$ cat src/rtl/rr_mux41_arbiter_if.sv
// Shared 4:1 mux / tristate path: requester-side and arbiter-side signal bundle.
interface rr_mux41_arbiter_if #(
   parameter int unsigned DW = 1
);
   logic [3:0]      req;
   logic [4*DW-1:0] din;
   logic [3:0]      grant;
   logic            s1;
   logic            s0;
   logic            bus_en;
   logic [DW-1:0]   dout;

   modport master (
      output req, din,
      input  grant, s1, s0, bus_en, dout
   );

   modport slave (
      input  req, din,
      output grant, s1, s0, bus_en, dout
   );
endinterface

$ cat src/rtl/rr_mux41_arbiter.sv
// Round-robin arbiter for a shared 4:1 mux / tristate path, with a one-cycle dead slot
// between owners and a burst limit while others are waiting.
module rr_mux41_arbiter #(
   parameter int unsigned DW        = 1,
   parameter int unsigned MAX_BURST = 4
) (
   input logic               clk,
   input logic               rst,
   rr_mux41_arbiter_if.slave bus
);
   localparam int unsigned   CW      = (MAX_BURST > 1) ? $clog2(MAX_BURST) : 1;
   localparam logic [CW-1:0] CNT_MAX = CW'(MAX_BURST - 1);

   localparam logic [1:0] StIdle   = 2'd0;
   localparam logic [1:0] StGrant  = 2'd1;
   localparam logic [1:0] StSwitch = 2'd2;

   logic [1:0]    state_q, state_d;
   logic [3:0]    grant_q, grant_d;
   logic [1:0]    sel_q, sel_d;
   logic          bus_en_q, bus_en_d;
   logic [CW-1:0] cnt_q, cnt_d;
   logic [1:0]    last_q, last_d;

   logic [1:0] pick;
   logic       any_req;
   logic       others_req;
   logic       leave;

   // Search last+1 .. last+3; descending order lets the nearest hit win. Falls back to last.
   always_comb begin
      pick = last_q;
      for (int k = 3; k >= 1; k--) begin
         if (bus.req[last_q + 2'(k)]) pick = last_q + 2'(k);
      end
   end

   assign any_req    = |bus.req;
   assign others_req = |(bus.req & ~(4'b0001 << sel_q));
   assign leave      = !bus.req[sel_q] || ((cnt_q == CNT_MAX) && others_req);

   always_comb begin
      state_d  = state_q;
      grant_d  = grant_q;
      sel_d    = sel_q;
      bus_en_d = bus_en_q;
      cnt_d    = cnt_q;
      last_d   = last_q;
      case (state_q)
         StIdle, StSwitch: begin
            if (any_req) begin
               state_d  = StGrant;
               grant_d  = 4'b0001 << pick;
               sel_d    = pick;
               bus_en_d = 1'b1;
               cnt_d    = '0;
            end else begin
               state_d = StIdle;
            end
         end
         StGrant: begin
            if (leave) begin
               // Selects are held through the dead slot so the mux never glitches.
               state_d  = StSwitch;
               grant_d  = 4'b0000;
               bus_en_d = 1'b0;
               last_d   = sel_q;
            end else if (cnt_q != CNT_MAX) begin
               cnt_d = cnt_q + 1'b1;
            end
         end
         default: begin
            state_d  = StIdle;
            grant_d  = 4'b0000;
            bus_en_d = 1'b0;
         end
      endcase
   end

   always_ff @(posedge clk) begin
      if (rst) begin
         state_q  <= StIdle;
         grant_q  <= 4'b0000;
         sel_q    <= 2'b00;
         bus_en_q <= 1'b0;
         cnt_q    <= '0;
         last_q   <= 2'd3;
      end else begin
         state_q  <= state_d;
         grant_q  <= grant_d;
         sel_q    <= sel_d;
         bus_en_q <= bus_en_d;
         cnt_q    <= cnt_d;
         last_q   <= last_d;
      end
   end

   always_comb begin
      bus.dout = '0;
      for (int i = 0; i < 4; i++) begin
         if (bus_en_q && (sel_q == 2'(i))) bus.dout = bus.din[i*DW +: DW];
      end
   end

   assign bus.grant  = grant_q;
   assign bus.s1     = sel_q[1];
   assign bus.s0     = sel_q[0];
   assign bus.bus_en = bus_en_q;
endmodule

$ cat src/flat_wrapper.sv
// flat-port wrapper written by rule: the top's interface ports become plain ports
module rr_mux41_arbiter_flat 
#(
   parameter int unsigned DW        = 1,
   parameter int unsigned MAX_BURST = 4
)
  (clk, rst, bus_req, bus_din, bus_grant, bus_s1, bus_s0, bus_bus_en, bus_dout);
  rr_mux41_arbiter_if #(.DW(DW)) bus_i ();
  input logic clk;
  input logic rst;
  input wire logic [$bits(bus_i.req)-1:0] bus_req;
  input wire logic [$bits(bus_i.din)-1:0] bus_din;
  output wire logic [$bits(bus_i.grant)-1:0] bus_grant;
  output wire logic [$bits(bus_i.s1)-1:0] bus_s1;
  output wire logic [$bits(bus_i.s0)-1:0] bus_s0;
  output wire logic [$bits(bus_i.bus_en)-1:0] bus_bus_en;
  output wire logic [$bits(bus_i.dout)-1:0] bus_dout;
  assign bus_i.req = bus_req;
  assign bus_i.din = bus_din;
  assign bus_grant = bus_i.grant;
  assign bus_s1 = bus_i.s1;
  assign bus_s0 = bus_i.s0;
  assign bus_bus_en = bus_i.bus_en;
  assign bus_dout = bus_i.dout;
  rr_mux41_arbiter #(.DW(DW), .MAX_BURST(MAX_BURST)) u_core (.clk(clk), .rst(rst), .bus(bus_i));
endmodule
$ cat config.mk
export PLATFORM = sky130hd
export DESIGN_NAME = rr_mux41_arbiter_flat
export DESIGN_NICKNAME = d
export VERILOG_FILES = /design/src/rtl/rr_mux41_arbiter_if.sv /design/src/rtl/rr_mux41_arbiter.sv /design/src/flat_wrapper.sv
export SDC_FILE = /design/constraint.sdc
export NUM_CORES = 1
export LEC_CHECK = 0
export ABC_AREA = 1
export CORE_UTILIZATION = 50
export DETAILED_ROUTE_END_ITERATION = 8
export PLACE_DENSITY = 0.81
export SYNTH_ARGS = -nofsm -noshare
export SYNTH_HDL_FRONTEND = slang
export SYNTH_SLANG_ARGS = --single-unit
$ cat constraint.sdc
create_clock -name clk -period 1.6 [get_ports clk]
set_input_delay 0.48 -clock clk [delete_from_list [all_inputs] [get_ports clk]]
set_output_delay 0.48 -clock clk [all_outputs]
set_load 0.01 [all_outputs]
==> flow_summary.toml <==
[placement]
place_congestion = 0.863
hpwlAfterDp_mm = 1.82
portBuffers = 17
dpl.cell_count = 195

[outcome]
status = "finished with violations"
violations = "setup timing"

[power]
cellPowerDensity_nw_per_um2 = 1000
p_leak_nw = 0.675
irDropWorstVdd_uv = 754
p_total_mw = 1.30

[synthesis]
syn-num-nets = 149
netlist_area_um2 = 898
synth_top_family_by_area = "simple AND/OR/NAND/NOR gates"
synthAdderAreaFrac_pct = 1.39
ys_types = 23
synth_compound_area_share_pct = 18.4
synth_mux_area_share_pct = 0
yosysWarningCount = 0
synthXorXnorAreaFrac_pct = 0
synth-seq-cells = 13
synth-simple-area-share_pct = 42.2
netlist_instances = 138
synth-seq-area-share_pct = 29.0
postSynthAreaPerCell_um2 = 6.51

[sta]
min_period_ns = 1.74
finalClockSkew_ns = 0.00476
whs_ns = 0.465
slew_viol_final = 0
finalSetupTns_ns = -0.145
tightest_slew_ns = 0.267
hold_viol_final = 0
max-slew-margin-rel_pct = 82.2
rsz0062_at_grt = "yes"
setup_slack_ns = -0.145
post-route-period-util_pct = 109
fmax_mhz = 573
setup_violations = 1

[setup_path]
cp.required_ns = 1.12
path_class = "reg -> out"
crit_fanout = 3
r2r_cells = 12
worstPathArrival_ns = 1.26
reg2reg_from = "u_core.sel_q[1]$_SDFFE_PP0P_"
reg2reg_to = "u_core.cnt_q[1]$_SDFFE_PP0P_"
ff2ff_setup_slack_ns = 0.06
cp-start-kind = "flop"
end_kind = "output pin"

[drt]
met2_length_mm = 1.37
wl_per_cell_um = 12.6
routed_wl_mm = 2.53
met1_length_mm = 1.09
vias = 1067
met3WireLength_um = 30
drcViolationCount = 0
first_pass_iters = 4
ant_nets = 0
top_layer = "met4"
viasPerCell = 5.31
drt_iter0_markers = 22

[global_routing]
grt_pass1_vias = 988
grt.total_usage_pct = 26.6
antenna_found_initial = 0
grt_pass1_wl_mm = 3.87
grt_max_degree = 12
grt_overflow = 0

[hold_path]
hp-start = "u_core.bus.grant[1]$_SDFFE_PP0P_"
hold_class = "reg -> reg"
min_path_cells = 2
hold_path_end = "u_core.bus.grant[1]$_SDFFE_PP0P_"

[floorplanning]
die_h_um = 44.4
core-area_um2 = 1590
die_w_um = 44.4
rows = 14
num_io_pins = 18
dieArea_um2 = 1970
start_util_pct = 56.4

[final_layout]
mostFrequentLayoutCell = "nand2_1"
final_cell_mix = "43 x nand2_1, 17 x buf_4, 15 x dlygate4sd2_1"
antennaDiodeCount = 0
drive_gt1_share_pct = 37.9
fin_cells = 201
nets = 189
n_fill_cell = 111
syn_to_final_growth_pct = 44.4

[clock_network]
clock_latency_ns = 0.28
htreeDepth = 1
cts.sinks = 13
cts_tree = "done"
cts_root_buf = "clkbuf_4"
path_clk_slew_ns = 0.08
cts.path.max_buffers = 2
ctsHoldBuffers = 0
cts-buffers-inserted = 3

[flow_run]
cap_violations = 0
-- layout make-up --
type | instances | area, um^2 | share of cell area, %
clock buffer | 4 | 26.3 | 2.03
sequential | 13 | 265 | 20.4
timing repair buffer | 37 | 308 | 23.7
multi-input combinational | 108 | 609 | 47.0
tap | 24 | 30.0 | 2.31
inverter | 15 | 58.8 | 4.53
-- report_power, final --
part	leakage [nW]	internal [mW]	switching [mW]
Combinational	0.553	0.284	0.389
Sequential	0.108	0.373	0.0430
Clock	0.0150	0.0967	0.112
Total	0.675	0.754	0.544
-- how the worst max path moves through the flow --
stage	from	to	slack, ns	depth (start not counted)
finish	u_core.sel_q[0]$_SDFFE_PP0P_	bus_dout	-0.14	7
global route	u_core.sel_q[0]$_SDFFE_PP0P_	bus_dout	-0.21	7
CTS	u_core.sel_q[0]$_SDFFE_PP0P_	bus_dout	-0.14	7
detailed placement	bus_din[0]	bus_dout	-0.74	6
global placement	bus_din[0]	bus_dout	-0.68	6
floorplan	u_core.sel_q[0]$_SDFFE_PP0P_	bus_dout	0.04	6
-- logic make-up (layout without fill, tap and decap cells) --
family	count (synthesis)	after routing
and+or+nand+nor	82	82
DFF	13	13
adders and majority gates	1	1
AOI/OAI and AO/OA	25	25
buffers and inverters	17	56
-- registers in the layout (all words and copies together) (netlist names) --
| name | flops |
|---|---|
| u_core.state_q | 2 |
| u_core.bus.grant | 4 |
| u_core.sel_q | 2 |
| u_core.cnt_q | 2 |
| u_core.bus.bus_en | 1 |
| u_core.last_q | 2 |
-- cell usage after synthesis --
| library cell | number | area (um^2) |
|---|---|---|
| a21oi_1 | 6 | 30.0 |
| a21oi_2 | 5 | 43.8 |
| a22oi_2 | 1 | 12.5 |
| a31oi_1 | 1 | 6.26 |
| buf_6 | 1 | 11.3 |
| clkbuf_8 | 1 | 13.8 |
| dfxtp_1 | 13 | 260 |
| ha_1 | 1 | 12.5 |
| inv_1 | 12 | 45.0 |
| inv_2 | 3 | 11.3 |
| nand2_1 | 51 | 191 |
| nand2_2 | 6 | 37.5 |
| nand2_4 | 1 | 11.3 |
| nand3_1 | 8 | 40.0 |
| nand3_2 | 3 | 30.0 |
| nand4_1 | 3 | 18.8 |
| nor2_1 | 7 | 26.3 |
| nor2_2 | 1 | 6.26 |
| nor2_4 | 1 | 11.3 |
| o211ai_1 | 2 | 15.0 |
| o21ai_0 | 8 | 40.0 |
| o21ai_2 | 2 | 17.5 |
| or2_2 | 1 | 6.26 |
-- critical path, cell delays in order, from the launching register on --
cell	delay, ns
dfxtp_2	0.34
inv_2	0.05
nor2_2	0.12
nand2_1	0.06
nand2_1	0.06
o21ai_1	0.06
a21oi_1	0.15
buf_2	0.15
-- metal layers --
| metal | global-route usage [%] | vias to the layer above |
|---|---|---|
| met3 | 2.45 | 7 |
| met2 | 53.5 | 11 |
| met4 | 9.09 | 0 |
| met5 | 0 | - |
| li1 | - | 524 |
| met1 | 28.0 | 525 |
-- metrics by stage --
| step | setup slack (ns) | cell area, um^2 | util, % |
|---|---|---|---|
| finish | -0.145 | 1300 | 81.4 |
| global route | -0.209 | 1300 | 81.4 |
| CTS | -0.139 | 1250 | 78.4 |
| detailed placement | -0.738 | 1210 | 75.8 |
| global placement | -0.677 | 1210 | 75.8 |
| floorplan | 0.0405 | 898 | - |
-- repair_timing --
action | in CTS | in global routing
resized for setup | 36 | 14
buffers inserted | 1 | 1
gates cloned | 0 | 0
hold endpoints to repair | 0 | 0
pin swaps | 11 | 11
setup endpoints to repair | 16 | 5
(Power assumes the default switching activity.)
